### config.mk
export PLATFORM = sky130hd
export DESIGN_NAME = shift_unit
export DESIGN_NICKNAME = d
export VERILOG_FILES = /design/src/rtl/shift_unit.sv
export SDC_FILE = /design/constraint.sdc
export NUM_CORES = 1
export LEC_CHECK = 0
export ABC_AREA = 1
export BUFFER_PORTS_ARGS = -buffer_cell sky130_fd_sc_hd__buf_2
export CAP_MARGIN = 5
export CORE_MARGIN = 2
export CORE_UTILIZATION = 35
export CTS_CLUSTER_DIAMETER = 50
export DETAILED_ROUTE_END_ITERATION = 8
export PLACE_DENSITY_LB_ADDON = 0.25
export SLEW_MARGIN = 20
export SYNTH_ARGS = -nofsm -noshare
export SYNTH_HDL_FRONTEND = slang
export SYNTH_SLANG_ARGS = --single-unit
export TNS_END_PERCENT = 5
### constraint.sdc
create_clock -name clk -period 1.96 [get_ports clk]
set_input_delay 0.098 -clock clk [delete_from_list [all_inputs] [get_ports clk]]
set_output_delay 0.098 -clock clk [all_outputs]
set_load 0.02 [all_outputs]
### src/rtl/shift_unit.sv
// Multi-cycle SLL/SRL/SRA shifter, at most STEP bits per clock; out_valid rises ceil(shamt/STEP) edges after accept.
// Valid/ready on both sides, one operation in flight; SHIFT_UNIT_ROTATE_EN makes in_mode=11 a rotate-left.
module shift_unit #(
  parameter int N    = 32,
  parameter int STEP = 4,
  parameter int SW   = $clog2(N)
) (
  input  logic          clk,
  input  logic          reset,
  input  logic          in_valid,
  output logic          in_ready,
  input  logic [N-1:0]  in_data,
  input  logic [SW-1:0] in_shamt,
  input  logic [1:0]    in_mode,
  output logic          out_valid,
  input  logic          out_ready,
  output logic [N-1:0]  out_data
);

  typedef enum logic [1:0] {IDLE, SHIFT, DONE} state_t;

  localparam logic [SW:0] STEP_W = STEP[SW:0];

  state_t        r_state, w_state_nxt;
  logic [N-1:0]  r_work, w_work_nxt;
  logic [SW-1:0] r_rem, w_rem_nxt;
  logic          r_sign;
  logic [1:0]    r_mode;
  logic [N-1:0]  r_out;
  logic          w_accept;
  logic          w_load_out;
  logic [SW-1:0] w_d;
  logic [N-1:0]  w_sll, w_srl, w_sra, w_shifted;
`ifdef SHIFT_UNIT_ROTATE_EN
  logic [SW:0]   w_nd;
  logic [N-1:0]  w_rol;
`endif

  assign in_ready  = (r_state == IDLE) && !reset;
  assign w_accept  = in_valid && in_ready;
  assign out_valid = (r_state == DONE);
  assign out_data  = r_out;

  // Per-cycle distance: the remainder, capped at STEP.
  always_comb begin
    w_d = r_rem;
    if ({1'b0, r_rem} >= STEP_W) begin
      w_d = STEP_W[SW-1:0];
    end
  end

  assign w_sll = r_work << w_d;
  assign w_srl = r_work >> w_d;
  assign w_sra = w_srl | (r_sign ? ~({N{1'b1}} >> w_d) : '0);
`ifdef SHIFT_UNIT_ROTATE_EN
  assign w_nd  = N[SW:0] - {1'b0, w_d};
  assign w_rol = w_sll | (r_work >> w_nd);
`endif

  always_comb begin
    w_shifted = w_sll;
    case (r_mode)
      2'b01:   w_shifted = w_srl;
      2'b10:   w_shifted = w_sra;
`ifdef SHIFT_UNIT_ROTATE_EN
      2'b11:   w_shifted = w_rol;
`endif
      default: w_shifted = w_sll;
    endcase
  end

  always_comb begin
    w_state_nxt = r_state;
    w_work_nxt  = r_work;
    w_rem_nxt   = r_rem;
    case (r_state)
      IDLE: begin
        if (w_accept) begin
          w_work_nxt  = in_data;
          w_rem_nxt   = in_shamt;
          w_state_nxt = (in_shamt == '0) ? DONE : SHIFT;
        end
      end
      SHIFT: begin
        w_work_nxt = w_shifted;
        w_rem_nxt  = r_rem - w_d;
        if (w_rem_nxt == '0) begin
          w_state_nxt = DONE;
        end
      end
      DONE: begin
        if (out_ready) begin
          w_state_nxt = IDLE;
        end
      end
      default: w_state_nxt = IDLE;
    endcase
  end

  // Result register is loaded only on entry to DONE so it holds across the next operation.
  assign w_load_out = (w_state_nxt == DONE) && (r_state != DONE);

  always_ff @(posedge clk) begin
    if (reset) begin
      r_state <= IDLE;
      r_work  <= '0;
      r_rem   <= '0;
      r_sign  <= 1'b0;
      r_mode  <= 2'b00;
      r_out   <= '0;
    end else begin
      r_state <= w_state_nxt;
      r_work  <= w_work_nxt;
      r_rem   <= w_rem_nxt;
      if (w_accept) begin
        r_sign <= in_data[N-1];
        r_mode <= in_mode;
      end
      if (w_load_out) begin
        r_out <= w_work_nxt;
      end
    end
  end

endmodule

* Word-level counts from Yosys, hierarchy flattened *
Cells that the tools add are included.

operators by class
  reductions and logical operators = 9
  muxes and demuxes = 12
  eq/ne operators = 7
  add/subtract/negate cells = 1
  bitwise logic cells = 2
  magnitude comparators = 1
  shift operators = 3

operators by type and width
  kind                                                  count
  case mux 32 bit (2 select lines)                      2
  2-to-1 mux 32 bit                                     2
  inverter 32 bit                                       1
  OR 32 bit                                             1
  left shift 32 x 5 -> 32 bit                           1
  >> shifter 32 x 5 -> 32 bit                           1
  >> shifter 32 x 5 -> 32 bit (first input constant)    1
  logical NOT 5 bit                                     2
  2-to-1 mux 5 bit                                      2
  case mux 5 bit (2 select lines)                       1
  2-to-1 mux 2 bit                                      4
  equality test 2 bit (second input constant)           3
  case mux 2 bit (3 select lines)                       1
  >= comparator 5 x 3 -> 1 bit (second input constant)  1
  subtractor 5 bit                                      1
  equality test 2 x 1 -> 1 bit (second input constant)  2
  != test 2 bit (second input constant)                 2
  logical AND 1 bit                                     3
  logical NOT 2 bit                                     1
  AND reduction 2 bit                                   1
  nonzero test 2 bit                                    1
  logical NOT 1 bit                                     1

storage, ports and cells
  logic and storage cells = 41
  output and inout port bits = 34
  flip-flop bits (word level) = 74
  input port bits = 43

* Depth between registers and ports, before layout *
Gate-level depths: netlist of run 1.

  depth in word-level cells = 8
  depth in mapped cells = 16
  depth with buffers taken out = 15

* Worst setup path before layout of run 1 *
OpenSTA, ideal clock, no wires.

  path kind = reg2reg
  start point = reg r_rem[4]
  end point = reg r_out[10], in the netlist out_data[10]
  period minus slack after synthesis = 1975 ps
  arrival = 1862 ps
  data required time = 1847 ps
  library setup time = 113 ps
  path buffers = 1
  stages on the path, launching flop included = 14
  path slack = -15 ps
  cells stage by stage = dfxtp_1 -> nor2_8 -> nand2_4 -> nand2_2 -> ha_1 -> a21oi_1 -> nand2_1 -> nor2_1 -> nand4_1 -> nand2_2 -> nand2_2 -> buf_2 -> nor2_1 -> nor2_1

on the way
  cells in the longest elaborated chain, start to end = 8
  elaborated cells on any way between the ends = 16
  those cells by class = add/sub (1); order compare (1); eq/ne (1); shift (3); mux (6); bitwise (2); reduce/logical (2)

RTL lines
  what                                                                     line     RTL
  from (decl)                                                              26       logic [SW-1:0] r_rem, w_rem_nxt;
  from (signal assigned)                                                   114      r_rem <= w_rem_nxt;
  >= comparator 5 x 3 -> 1 bit                                             47       if ({1'b0, r_rem} >= STEP_W) begin
  2-to-1 mux 5 bit                                                         47
  subtractor 5 bit or >> shifter 32 x 5 -> 32 bit (tied branches)          86, 54
  logical NOT 5 bit or inverter 32 bit (tied branches)                     87, 54
  2-to-1 mux 2 bit or 2-to-1 mux 32 bit (tied branches)                    87, 54
  case mux 2 bit (3 select lines) or OR 32 bit (tied branches)             76, 54
  equality test 2 bit or case mux 32 bit (2 select lines) (tied branches)  101, 62
  logical AND 1 bit or case mux 32 bit (2 select lines) (tied branches)    101, 76
  to (signal assigned)                                                     120      r_out <= w_work_nxt;
  to (decl)                                                                29       logic [N-1:0] r_out;

Several ways; a longest one is shown, not always the timed one.
A chain may end at the register's enable or synchronous reset.

* Worst setup path after layout of run 1 *
  start point = reg r_rem[3]
  end point = reg r_out[8], in the netlist out_data[8]

The elaborated chain is that of the path after synthesis.

==> flow_metrics.env, run 1 <==
export IMPL_start_util_pct=35.7
export IMPL_antenna_cells=0
export IMPL_routed_wl_microns=21600
export IMPL_yosys_top_cells_area="dfxtp_1 26%, nand2_1 23%, nand3_1 11%, a21oi_1 8.4%, nor2_1 7.4%"
export IMPL_dr_first_iter_drc_count=733
export IMPL_critPathSlowestCell="dfxtp_4"
export IMPL_power_internal_mw=3.54
export IMPL_hp_class="input port to flop"
export IMPL_grt_pass1_wl_microns=33600
export IMPL_required_ps=2200
export IMPL_io_buffers=76
export IMPL_drive_gt1_share_pct=19.7
export IMPL_fin_skew_ps=7.76
export IMPL_drc=0
export IMPL_viasPerCell=5.25
export IMPL_syn2layout_area_growth_pct=29.5
export IMPL_cts_htree_levels=3
export IMPL_die_w_microns=131
export IMPL_synth_commonest_cells="344 x nand2_1, 120 x nand3_1, 111 x nor2_1, 95 x a21oi_1, 80 x inv_1"
export IMPL_first_global_vias=6375
export IMPL_dieArea_sq_mm=0.0172
export IMPL_synth_cell_types=33
export IMPL_avgSynthCellArea_sq_um=5.54
export IMPL_cp_cell_sequence="nor2_8, nand2_4, nand2_4, ha_4, a21oi_2, nand2_2, nor2_1, nand4_1, nand2_4, nand2_8, clkbuf_16, nor2_1, nor2_1"
export IMPL_fp_row_count=46
export IMPL_criticalPathCategory="flop to flop"
export IMPL_gp_congestion=0.988
export IMPL_p_comb_share_pct=45.1
export IMPL_post_dp_cell_area_sq_mm=0.00680
export IMPL_clock_path_buffers=2
export IMPL_critPathLaunchType="flop"
export IMPL_power_density_mw_per_mm2=821
export IMPL_max_cap_violations=0
export IMPL_ant_nets=0
export IMPL_clk_latency_ps=350
export IMPL_violations="setup timing"
export IMPL_crit_arrival_ps=2330
export IMPL_synth_top_area_share_pct=26.2
export IMPL_hold_violations=0
export IMPL_cts_root_buf="clkbuf_16"
export IMPL_coreArea_sq_mm=0.0158
export IMPL_stdcell_area_sq_mm=0.00731
export IMPL_clk_pin_slew_worst_paths_ps=70
export IMPL_clock_sink_count=74
export IMPL_dp_hpwl_microns=15600
export IMPL_seq_power_share_pct=28.5
export IMPL_finalWorstSetupSlack_ps=-126
export IMPL_antenna_found_initial=0
export IMPL_vias=7096
export IMPL_setup_viol=34
export IMPL_track_usage_pct=25.3
export IMPL_synthCells=1019
export IMPL_power_total_mw=6.00
export IMPL_fin_crit_ps=2090
export IMPL_crit_fanout=12
export IMPL_pin_count=77
export IMPL_nets=1178
export IMPL_synth_ff_type="dfxtp_1"
export IMPL_power_leakage_nw=3.61
export IMPL_clkPwrFrac_pct=26.4
export IMPL_rsz0062_at_grt="yes"
export IMPL_async_flop_share_pct=0
export IMPL_dr_pass1_iters=6
export IMPL_syn_nets=1065
export IMPL_run_status="finished, violations left"
export IMPL_end_kind="flop"
export IMPL_yosysMostFrequentCell="nand2_1"
export IMPL_synth_edf_count=0
export IMPL_power_share_switching_pct=41.1
export IMPL_max_freq_mhz=479
export IMPL_seq_area_frac_synth_pct=26.2
export IMPL_drv_slew=0
export IMPL_ys_ff_latch=74
export IMPL_synth_top_area_cell="dfxtp_1"
export IMPL_grt_max_degree=42
export IMPL_netlist_area_sq_mm=0.00565
export IMPL_numCtsBuffers=9
export IMPL_switching_power_mw=2.46
export IMPL_setup_tns_ps=-3020
export IMPL_ys_warnings_count=0
export IMPL_slowest_delay_ps=360
export IMPL_fp_dieH_microns=131
export IMPL_max_vdd_ir_drop_v=0.000523
export IMPL_cts_tree="yes"
export IMPL_wl_per_cell_microns=16.0
export IMPL_overflow=0
export IMPL_period_share_pct=106
[final cells by class]
| type | count | area [sq um] |
|---|---|---|
| clock buffers | 10 | 239 |
| fillers | 1706 | 8520 |
| flip-flops and latches | 74 | 1490 |
| well taps | 216 | 270 |
| inverters | 88 | 333 |
| clock inverters | 4 | 30.0 |
| repair buffers | 170 | 1320 |
| multi-input cells | 789 | 3630 |
[cells in the final DEF (no fill, tap or decap), types with 6 or more instances in the layout]
cell type,netlist,final
a21oi_1,95,90
inv_2,7,7
nand4_1,35,35
o21ai_0,52,52
buf_4,1,75
buf_2,33,76
nand2_2,3,6
dfxtp_1,74,71
inv_1,80,79
clkbuf_16,0,11
nand2_1,344,336
nor2_1,111,107
nand3_1,120,120
buf_12,0,15
[layer usage]
layer / track usage, % / share of wire [%] / up-vias
met3: 5.13 / 7.6 / 52
met5: 0 / 0 / -
met4: 10.6 / 3.6 / 0
li1: - / - / 3539
met1: 35.1 / 46 / 3205
met2: 38.4 / 43 / 300
[repair_timing]
action                     4_1_cts  5_1_grt
hold buffers                     0        0
gates cloned                     1        2
buffers inserted                 8        1
pin swaps                        7       11
setup endpoints to repair       32       43
hold endpoints to repair         0        0
gates resized for setup         13       22
[critical path, delay by kind of cell, from the launching register on]
family,cells,cell delay (ps)
buf+inv,1,180
fa+ha+maj,1,200
flops,1,360
compound gates,1,110
simple gates,10,1110
[state kept, by name, indices dropped and copies added (netlist names)]
register / cells
out_data: 32
r_mode: 2
r_rem: 5
r_state: 2
r_work: 32
r_sign: 1
[logic make-up after synthesis]
| group | count (synthesis) | synth area share (%) |
|---|---|---|
| other | 1 | 0.0664 |
| AOI/OAI and AO/OA | 163 | 15.1 |
| adders and majority gates | 3 | 0.665 |
| buffers and inverters | 156 | 11.3 |
| DFF | 74 | 26.2 |
| and+or+nand+nor | 622 | 46.6 |
[through the flow]
step,hold WS (ps),instances,setup WS [ps],util (%)
2_1_floorplan,263,1019,10.3,-
3_3_place_gp,408,1327,-23.4,42.9
3_5_place_dp,411,1327,-62.7,42.9
4_1_cts,35.5,1349,2.13,45.5
5_1_grt,54.7,1351,-230,46.2
6_report,35.3,1351,-126,46.2
[power by group through the flow]
stage | clock [mW] | combinational [mW] | sequential, mW
5_1_grt | 1.65 | 2.98 | 1.72
3_5_place_dp | 0 | 2.55 | 1.74
6_report | 1.59 | 2.71 | 1.71
2_1_floorplan | 0 | 1.55 | 1.76
4_1_cts | 1.59 | 2.62 | 1.71
3_3_place_gp | 0 | 2.57 | 1.74
[path summary, 6_finish.rpt]
kind,from,end,slack [ps],cells past startpoint
worst max-delay path,r_rem[3],out_data[8],-130,13
worst max register to register,r_rem[3],out_data[8],-130,13
worst min-delay path,in_shamt[1],r_rem[1],40,3
worst min register to register,out_data[13],out_data[13],470,2
No activity file was read; power rests on OpenSTA's default activity.
==> run 2, diff against run 1 <==
--- a/config.mk
+++ b/config.mk
@@ -10,6 +10,7 @@
 export CAP_MARGIN = 5
 export CORE_MARGIN = 2
 export CORE_UTILIZATION = 35
+export CTS_BUF_LIST = sky130_fd_sc_hd__clkbuf_2
 export CTS_CLUSTER_DIAMETER = 50
 export DETAILED_ROUTE_END_ITERATION = 8
 export PLACE_DENSITY_LB_ADDON = 0.25
==> flow_metrics.env, run 2 (synthesis results as in run 1) <==
export IMPL_power_leakage_nw=3.75
export IMPL_max_vdd_ir_drop_v=0.000403
export IMPL_drv_slew=0
export IMPL_dieArea_sq_mm=0.0172
export IMPL_seq_power_share_pct=31.8
export IMPL_clkPwrFrac_pct=14.3
export IMPL_hp_class="input port to flop"
export IMPL_crit_arrival_ps=2630
export IMPL_fp_dieH_microns=131
export IMPL_drive_gt1_share_pct=21.2
export IMPL_power_share_switching_pct=45.7
export IMPL_cts_htree_levels=3
export IMPL_setup_viol=37
export IMPL_cts_root_buf="clkbuf_2"
export IMPL_clk_latency_ps=610
export IMPL_clock_sink_count=74
export IMPL_cts_tree="yes"
export IMPL_antenna_found_initial=1
export IMPL_pin_count=77
export IMPL_numCtsBuffers=9
export IMPL_track_usage_pct=25.8
export IMPL_first_global_vias=6501
export IMPL_dr_pass1_iters=6
export IMPL_rsz0062_at_grt="yes"
export IMPL_fin_crit_ps=2130
export IMPL_wl_per_cell_microns=15.9
export IMPL_routed_wl_microns=22200
export IMPL_fp_row_count=46
export IMPL_p_comb_share_pct=53.9
export IMPL_die_w_microns=131
export IMPL_fin_skew_ps=43.9
export IMPL_start_util_pct=35.7
export IMPL_critPathLaunchType="flop"
export IMPL_overflow=0
export IMPL_max_freq_mhz=471
export IMPL_power_internal_mw=2.92
export IMPL_fin_util_pct=48.4
export IMPL_power_density_mw_per_mm2=703
export IMPL_required_ps=2460
export IMPL_period_share_pct=108
export IMPL_nets=1223
export IMPL_clock_path_buffers=2
export IMPL_syn2layout_area_growth_pct=35.7
export IMPL_gp_congestion=0.988
export IMPL_clk_pin_slew_worst_paths_ps=240
export IMPL_viasPerCell=5.28
export IMPL_max_cap_violations=0
export IMPL_end_kind="flop"
export IMPL_hold_violations=0
export IMPL_crit_fanout=12
export IMPL_ant_nets=0
export IMPL_final_common_cell="nand2_1"
export IMPL_hold_worst_slack_ps=14.8
export IMPL_dr_first_iter_drc_count=813
export IMPL_finalWorstSetupSlack_ps=-165
export IMPL_io_buffers=76
export IMPL_grt_pass1_wl_microns=34100
export IMPL_grt_max_degree=42
export IMPL_vias=7374
export IMPL_coreArea_sq_mm=0.0158
export IMPL_criticalPathCategory="flop to flop"
export IMPL_layout_common_cells="332 x nand2_1, 119 x nand3_1, 108 x nor2_1"
export IMPL_violations="setup timing"
export IMPL_drc=0
export IMPL_switching_power_mw=2.46
export IMPL_run_status="finished, violations left"
export IMPL_dp_hpwl_microns=15600
[run 2: what timing repair did]
action | CTS | global route
cloned | 1 | 3
pin swaps | 5 | 10
gates resized for setup | 25 | 32
hold buffers | 40 | 0
setup buffers | 9 | 3
endpoints found under the hold margin | 51 | 0
setup endpoints to repair | 32 | 62
[run 2: final timing paths]
check / from / end / slack [ps] / cells after the start
setup reg to reg: r_rem[3] / out_data[8] / -170 / 13
setup / recovery: r_rem[3] / out_data[8] / -170 / 13
hold reg to reg: r_sign / r_sign / 480 / 2
hold / removal: in_data[4] / r_work[4] / 10 / 5
[run 2: power by group through the flow]
stage,Sequential [mW],Clock (mW),Combinational [mW]
after floorplan,1.76,0,1.55
after global placement,1.74,0,2.57
after detailed placement,1.74,0,2.55
after CTS,1.71,0.777,2.71
after global routing,1.73,0.831,3.17
final,1.71,0.771,2.90
[run 2: area by class of cell]
class | count | area [sq um]
repair buffers | 215 | 1770
clock buffers | 9 | 45.0
well taps | 216 | 270
clock inverters | 5 | 33.8
flip-flops and latches | 74 | 1490
diodes | 1 | 2.50
multi-input cells | 789 | 3720
inverters | 88 | 333
fillers | 1680 | 8160
[run 2: metal layers]
| layer | vias to the layer above | GRT usage, % | routed length [microns] | share of wire [%] |
|---|---|---|---|---|
| met5 | - | 0 | 0 | 0 |
| met4 | 0 | 11.7 | 817 | 3.7 |
| met3 | 61 | 4.15 | 1890 | 8.5 |
| met2 | 370 | 39.0 | 9620 | 43 |
| met1 | 3308 | 35.9 | 9920 | 45 |
| li1 | 3635 | - | - | - |
[run 2: critical path: stages, from the launching register on]
cell and delay (ps):
dfxtp_4 420, nor2_8 110, nand2_4 70, nand2_4 70
ha_4 200, a21oi_2 90, nand2_1 80, nor2_1 100
nand4_1 210, nand2_4 220, nand2_8 90, clkbuf_16 180
nor2_1 130, nor2_1 60
[run 2: per-stage QoR]
stage               total power, mW  setup WS, ps  cells  instance area (sq um)  TNS, ps
floorplan                      3.32          10.3   1019                   5650        0
global placement               4.31         -23.4   1327                   6800     -277
detailed placement             4.29         -62.7   1327                   6800    -1100
CTS                            5.20         -55.9   1391                   7480     -813
global route                   5.73          -253   1397                   7660    -7790
finish                         5.39          -165   1397                   7660    -3450
